**config.mk**
```make
export PLATFORM = sky130hd
export DESIGN_NAME = csr_excp_seq
export DESIGN_NICKNAME = d
export VERILOG_FILES = /design/src/rtl/csr_excp_seq.sv
export SDC_FILE = /design/constraint.sdc
export NUM_CORES = 1
export LEC_CHECK = 0
export CAP_MARGIN = 20
export CORE_AREA = 4 4 129 131
export DETAILED_ROUTE_END_ITERATION = 8
export DIE_AREA = 0 0 133 135
export HOLD_SLACK_MARGIN = 0.12
export PLACE_DENSITY = 0.72
export SYNTH_ARGS = -nofsm -noshare
export SYNTH_HDL_FRONTEND = slang
export SYNTH_SLANG_ARGS = --single-unit
```
**constraint.sdc**
```tcl
create_clock -name clk -period 3.25 [get_ports clk]
set_input_delay 0.325 -clock clk [delete_from_list [all_inputs] [get_ports clk]]
set_output_delay 0.325 -clock clk [all_outputs]
set_load 0.02 [all_outputs]
```
**src/rtl/csr_excp_seq.sv**
```systemverilog
// ----------------------------------------------------------------------------
// csr_excp_seq
//   Exception / ERTN sequencer and access arbiter for a CSR file that has one
//   read port and one write port.
//   - While idle, instruction csrrd/csrwr/csrxchg accesses pass straight
//     through to the CSR file.
//   - An exception or ERTN takes the port over and runs the CSR
//     read/modify/write sequence. It then pulses a one-cycle fetch redirect.
//
// Configuration macro: CSR_SEQ_BADV_EN
//   defined   : the WR_BADV step exists. It is taken when exc_badv_vld was
//               latched at acceptance.
//   undefined : the step is removed, and exc_badv_vld/exc_badv are ignored.
//
// Ports
//   clk, resetn               clock, asynchronous active-low reset
//   exc_req/ecode/esubcode/pc/badv_vld/badv
//                             exception commit from WB and its fields
//   ertn_req                  ertn commit from WB
//   inst_re/we/num/wmask/wvalue
//                             instruction CSR access request
//   inst_rvalue, inst_ready   read data to WB / port granted this cycle
//   csr_re/num/we/wmask/wvalue, csr_rvalue
//                             CSR file port (csr_rvalue is combinational)
//   busy                      sequence in progress
//   redirect_vld, redirect_pc one-cycle fetch redirect and registered target
// ----------------------------------------------------------------------------
module csr_excp_seq #(
    parameter logic [13:0] CSR_CRMD   = 14'h000,
    parameter logic [13:0] CSR_PRMD   = 14'h001,
    parameter logic [13:0] CSR_ESTAT  = 14'h005,
    parameter logic [13:0] CSR_ERA    = 14'h006,
    parameter logic [13:0] CSR_BADV   = 14'h007,
    parameter logic [13:0] CSR_EENTRY = 14'h00c
) (
    input  logic        clk,
    input  logic        resetn,
    input  logic        exc_req,
    input  logic [5:0]  exc_ecode,
    input  logic [8:0]  exc_esubcode,
    input  logic [31:0] exc_pc,
    input  logic        exc_badv_vld,
    input  logic [31:0] exc_badv,
    input  logic        ertn_req,
    input  logic        inst_re,
    input  logic        inst_we,
    input  logic [13:0] inst_num,
    input  logic [31:0] inst_wmask,
    input  logic [31:0] inst_wvalue,
    output logic [31:0] inst_rvalue,
    output logic        inst_ready,
    output logic        csr_re,
    output logic [13:0] csr_num,
    input  logic [31:0] csr_rvalue,
    output logic        csr_we,
    output logic [31:0] csr_wmask,
    output logic [31:0] csr_wvalue,
    output logic        busy,
    output logic        redirect_vld,
    output logic [31:0] redirect_pc
);

    typedef enum logic [3:0] {
        S_IDLE,
        S_E_RD_CRMD,
        S_E_WR_PRMD,
        S_E_WR_CRMD,
        S_E_WR_ESTAT,
        S_E_WR_ERA,
`ifdef CSR_SEQ_BADV_EN
        S_E_WR_BADV,
`endif
        S_E_RD_EENTRY,
        S_R_RD_PRMD,
        S_R_WR_CRMD,
        S_R_RD_ERA,
        S_REDIR
    } state_e;

    state_e      state_q, state_d;
    // Only the PLV/IE bits of the saved CRMD/PRMD value are ever written back.
    logic [2:0]  tmp_q, tmp_d;
    logic [31:0] redirect_pc_q, redirect_pc_d;
    logic [5:0]  ecode_q, ecode_d;
    logic [8:0]  esub_q, esub_d;
    logic [31:0] pc_q, pc_d;
`ifdef CSR_SEQ_BADV_EN
    logic        badv_vld_q, badv_vld_d;
    logic [31:0] badv_q, badv_d;
`else
    logic        unused_badv;
    assign unused_badv = ^{exc_badv_vld, exc_badv, CSR_BADV};
`endif

    // State and datapath registers
    always_ff @(posedge clk or negedge resetn) begin
        if (!resetn) begin
            state_q       <= S_IDLE;
            tmp_q         <= '0;
            redirect_pc_q <= '0;
            ecode_q       <= '0;
            esub_q        <= '0;
            pc_q          <= '0;
`ifdef CSR_SEQ_BADV_EN
            badv_vld_q    <= 1'b0;
            badv_q        <= '0;
`endif
        end else begin
            state_q       <= state_d;
            tmp_q         <= tmp_d;
            redirect_pc_q <= redirect_pc_d;
            ecode_q       <= ecode_d;
            esub_q        <= esub_d;
            pc_q          <= pc_d;
`ifdef CSR_SEQ_BADV_EN
            badv_vld_q    <= badv_vld_d;
            badv_q        <= badv_d;
`endif
        end
    end

    // Next state and register updates
    always_comb begin
        state_d       = state_q;
        tmp_d         = tmp_q;
        redirect_pc_d = redirect_pc_q;
        ecode_d       = ecode_q;
        esub_d        = esub_q;
        pc_d          = pc_q;
`ifdef CSR_SEQ_BADV_EN
        badv_vld_d    = badv_vld_q;
        badv_d        = badv_q;
`endif
        case (state_q)
            S_IDLE: begin
                if (exc_req) begin
                    state_d    = S_E_RD_CRMD;
                    ecode_d    = exc_ecode;
                    esub_d     = exc_esubcode;
                    pc_d       = exc_pc;
`ifdef CSR_SEQ_BADV_EN
                    badv_vld_d = exc_badv_vld;
                    badv_d     = exc_badv;
`endif
                end else if (ertn_req) begin
                    state_d = S_R_RD_PRMD;
                end
            end
            S_E_RD_CRMD: begin
                tmp_d   = csr_rvalue[2:0];
                state_d = S_E_WR_PRMD;
            end
            S_E_WR_PRMD:  state_d = S_E_WR_CRMD;
            S_E_WR_CRMD:  state_d = S_E_WR_ESTAT;
            S_E_WR_ESTAT: state_d = S_E_WR_ERA;
`ifdef CSR_SEQ_BADV_EN
            S_E_WR_ERA:   state_d = badv_vld_q ? S_E_WR_BADV : S_E_RD_EENTRY;
            S_E_WR_BADV:  state_d = S_E_RD_EENTRY;
`else
            S_E_WR_ERA:   state_d = S_E_RD_EENTRY;
`endif
            S_E_RD_EENTRY: begin
                redirect_pc_d = csr_rvalue;
                state_d       = S_REDIR;
            end
            S_R_RD_PRMD: begin
                tmp_d   = csr_rvalue[2:0];
                state_d = S_R_WR_CRMD;
            end
            S_R_WR_CRMD:  state_d = S_R_RD_ERA;
            S_R_RD_ERA: begin
                redirect_pc_d = csr_rvalue;
                state_d       = S_REDIR;
            end
            // A request seen during REDIR is not accepted here. The next
            // IDLE cycle accepts it.
            S_REDIR:      state_d = S_IDLE;
            default:      state_d = S_IDLE;
        endcase
    end

    // Port ownership and outputs
    always_comb begin
        inst_ready   = 1'b0;
        inst_rvalue  = '0;
        csr_re       = 1'b0;
        csr_we       = 1'b0;
        csr_num      = '0;
        csr_wmask    = '0;
        csr_wvalue   = '0;
        busy         = (state_q != S_IDLE);
        redirect_vld = (state_q == S_REDIR);
        redirect_pc  = redirect_pc_q;
        case (state_q)
            S_IDLE: begin
                // Pass-through is also gated by reset, so the port stays
                // quiet while resetn is held low.
                if (resetn && !exc_req && !ertn_req) begin
                    inst_ready  = 1'b1;
                    inst_rvalue = csr_rvalue;
                    csr_re      = inst_re;
                    csr_we      = inst_we;
                    csr_num     = inst_num;
                    csr_wmask   = inst_wmask;
                    csr_wvalue  = inst_wvalue;
                end
            end
            S_E_RD_CRMD: begin
                csr_re  = 1'b1;
                csr_num = CSR_CRMD;
            end
            S_E_WR_PRMD: begin
                csr_we     = 1'b1;
                csr_num    = CSR_PRMD;
                csr_wmask  = 32'h0000_0007;
                csr_wvalue = {29'b0, tmp_q};
            end
            S_E_WR_CRMD: begin
                csr_we     = 1'b1;
                csr_num    = CSR_CRMD;
                csr_wmask  = 32'h0000_0007;
                csr_wvalue = '0;
            end
            S_E_WR_ESTAT: begin
                csr_we     = 1'b1;
                csr_num    = CSR_ESTAT;
                csr_wmask  = 32'h7FFF_0000;
                csr_wvalue = {1'b0, esub_q, ecode_q, 16'h0000};
            end
            S_E_WR_ERA: begin
                csr_we     = 1'b1;
                csr_num    = CSR_ERA;
                csr_wmask  = '1;
                csr_wvalue = pc_q;
            end
`ifdef CSR_SEQ_BADV_EN
            S_E_WR_BADV: begin
                csr_we     = 1'b1;
                csr_num    = CSR_BADV;
                csr_wmask  = '1;
                csr_wvalue = badv_q;
            end
`endif
            S_E_RD_EENTRY: begin
                csr_re  = 1'b1;
                csr_num = CSR_EENTRY;
            end
            S_R_RD_PRMD: begin
                csr_re  = 1'b1;
                csr_num = CSR_PRMD;
            end
            S_R_WR_CRMD: begin
                csr_we     = 1'b1;
                csr_num    = CSR_CRMD;
                csr_wmask  = 32'h0000_0007;
                csr_wvalue = {29'b0, tmp_q};
            end
            S_R_RD_ERA: begin
                csr_re  = 1'b1;
                csr_num = CSR_ERA;
            end
            default: ;
        endcase
    end

endmodule

```
==> metrics.yaml <==
grt:
  number_of_global_route_vias_before_repair: 4549
  first_pass_grt_wire_length_mm: 24.6
  grt.overflow.total: 0
  gr-max-usage-layer: "met2"
  grt_antenna_before_repair: 0
  groute.layer.met3.usage_pct: 6.59
  pin_count_of_the_biggest_net_entering_global_routing: 107
  global_route.usage.met2_pct: 28.5
  grt_use_total_pct: 17.2
  groute.layer.met1.usage_pct: 20.7
clock_tree:
  clk_root_buffer_cell: "sky130_fd_sc_hd__clkbuf_16"
  cts_htree_levels: 3
  clk_pin_slew_worst_paths_ns: 0.06
  tritoncts: "done"
  cts_max_path_buffers: 2
  clk_latency_ns: 0.33
  postCtsSetupBuffers: 0
  cts_buffers: 9
  clock_sinks: 86
sta:
  period_needed_ns: 2.99
  report.final.hold_viol_count: 0
  fin_setup_tns_ns: 0
  tightestPinTransition_ns: 0.698
  max_freq_mhz: 334
  slew_headroom_pct: 53.4
  final.setup_skew_ns: 0.00318
  finalCritPeriodShare_pct: 92.1
  drv_slew: 0
  setup_ws_ns: 0.255
  setup_viol_count_final: 0
  grt_setup_unrepaired: "false"
  hold_ws_ns: 0.495
worst_setup_path:
  cell_with_the_biggest_individual_delay_on_the_critical_path: "sky130_fd_sc_hd__clkdlybuf4s50_1"
  critical_path_arrival_ns: 2.67
  launching_element_type_of_the_critical_path: "flop"
  cp_cell_sequence: "or4_4 > nor2b_4 > buf_12 > a221o_1 > clkdlybuf4s50_1"
  critPathRequiredTime_ns: 2.92
  critical_path.max_stage_delay_ns: 0.62
  setup.worst_path.end_class: "primary output"
  worst-path-max-fanout: 106
  crit_type: "reg2out"
route:
  vias: 4206
  ant_nets: 0
  average_wire_per_standard_cell_um: 17.4
  dr.pass1.iters: 4
  wirelength_mm: 15.7
  detail_route.drc_violations: 0
  drt_iter0_drc: 104
  route.detailed.vias_per_inst: 4.66
place:
  post-dp-hpwl_mm: 12.3
  count_of_input_and_output_buffers: 309
  post-place-ws_ns: 0.442
  gp_routability_congestion: 0.752
  dp.cells: 887
power:
  power.density_mw_per_mm2: 811
  leakagePower_nw: 3.47
  worst_ir_drop_vdd_v: 0.000352
cells_and_area:
  total_area_of_sequential_cells_mm2: 0.00215
  fillCellCount: 1327
  synthToLayoutAreaGrowth_pct: 78.3
  num-nets-final: 879
  final_layout_size_suffix_gt1_share_pct: 16.3
  multi_input_logic_area_mm2: 0.00227
  stdcell_count: 902
  antennaDiodeCount: 0
floorplan:
  rows: 46
  die_width_um: 133
  design.portCount: 343
  dieHeight_um: 135
  floorplan.initialDensity_pct: 29.5
  die_area_mm2: 0.0180
  placeableCoreArea_mm2: 0.0156
min_path:
  timing.hold.worst.class: "reg2reg"
status:
  run_status: "finished, final reports clean"
job:
  max_cap_violations: 0
logic_synthesis:
  avgSynthCellArea_um2: 12.0
  syn-cell-area_mm2: 0.00460
  postSynthCellCount: 383
  ff_latch_count_synth: 86
  postSynthNetCount: 579
  yosysSeqAreaShare_pct: 46.8
  netlist-cell-type-count: 42
  synth.yosys.warnings: 0
[worst max-delay path, delay by kind of cell, from the launching register on]
kind                   cells  cell delay, ns
flip-flops                 1            0.38
AO/OA/AOI/OAI              1            0.22
buffers and inverters      2            0.96
AND/OR/NAND/NOR            2            0.72
[per-stage QoR]
step | total power (W) | util [%] | cell area (um2)
floorplan | 0.00402 | - | 4600
global route | 0.00708 | 52.6 | 8200
CTS | 0.00676 | 52.6 | 8200
global placement | 0.00566 | 50.7 | 7910
finish | 0.00665 | 52.6 | 8200
detailed placement | 0.00577 | 50.7 | 7910
[flip-flops by register name (all words and copies together) (netlist names)]
signal and flops:
ecode_q 6, esub_q 9, redirect_pc 32, pc_q 32
tmp_q 3, state_q 4
[logic make-up (layout without fill, tap and decap cells)]
family	after synthesis	in the layout	synth area share, %
multiplexers	97	97	23.3
flip-flops	86	86	46.8
AND/OR/NAND/NOR	83	83	11.3
AO/OA/AOI/OAI	78	78	13.5
buffers and inverters	35	338	4.27
XOR/XNOR	4	4	0.762
[cell usage after synthesis (all sizes together)]
cell     number  area, um2
nand3         1       5.00
mux2         82        923
nor4b         1       8.76
and2         46        288
nor2          5       18.8
a21o         29        218
xor2          2       17.5
o32ai         1       8.76
nor3b         6       55.1
xnor2         2       17.5
dfrtp        86       2150
o21bai        1       7.51
nor4bb        1       10.0
a31oi         3       18.8
o22ai         1       6.26
a21oi         1       5.00
nor3          5       25.0
o2bb2ai      15        131
nand2         6       22.5
nand3b        3       22.5
o22a          1       8.76
o21ai         3       15.0
clkbuf       11       45.0
nor2b         2       15.0
a211o         2       17.5
buf          24        151
nand2b        5       31.3
or4           2       18.8
o31ai         1       7.51
a32oi         1       8.76
mux2i        15        150
a22o         14        123
a221o         3       30.0
a211oi        2       15.0
[routing by layer]
metal	part of all wire [%]	vias up	wire length [um]
met4	1.6	0	248
met5	0	-	0
li1	-	1987	-
met1	40	1992	6290
met2	48	213	7580
met3	10	14	1600
[path summary, 6_finish.rpt]
check / from / endpoint / slack [ns] / cells past startpoint
worst max-delay path: state_q[0] / csr_wvalue[2] / 0.26 / 5
worst min-delay path: redirect_pc[6] / redirect_pc[6] / 0.50 / 1
worst max register to register: state_q[0] / pc_q[6] / 1.09 / 5
worst min register to register: redirect_pc[6] / redirect_pc[6] / 0.50 / 1
max in group asynchronous: resetn / redirect_pc[6] / 1.63 / 4
min in group asynchronous: resetn / pc_q[25] / 0.64 / 3
[power by group]
part	internal [W]	switching, W	total (W)
clock	0.000571	0.000391	0.000962
combinational	0.00200	0.00180	0.00380
sequential	0.00163	0.000265	0.00189
[what timing repair did]
| action | 4_1_cts | 5_1_grt |
|---|---|---|
| hold buffers | 1 | 0 |
| endpoints found under the hold margin | 42 | 0 |
| resized for setup | 0 | 0 |
[layout by cell type (no fill, tap or decap), drive strengths merged, types with 2 or more instances in the layout]
master         count
o2bb2ai           15
a21o              29
a22o              14
nor3               5
xor2               2
buf               15
dfrtp             86
xnor2              2
nand3b             3
nand2b             5
and2              46
a211o              2
o21ai              3
a211oi             2
nor2b              2
nor3b              6
a221o              3
nand2              6
nor2               5
a31oi              3
or4                2
clkbuf            13
clkdlybuf4s50    308
mux2              82
mux2i             15
[cell type report]
type | instances | share of cell area, %
well taps | 216 | 3.30
clock inverters | 1 | 0.0611
multi-input cells | 262 | 27.7
repair buffers | 324 | 39.4
clock buffers | 13 | 3.30
flip-flops and latches | 86 | 26.3
No activity file was read; power rests on OpenSTA's default activity.
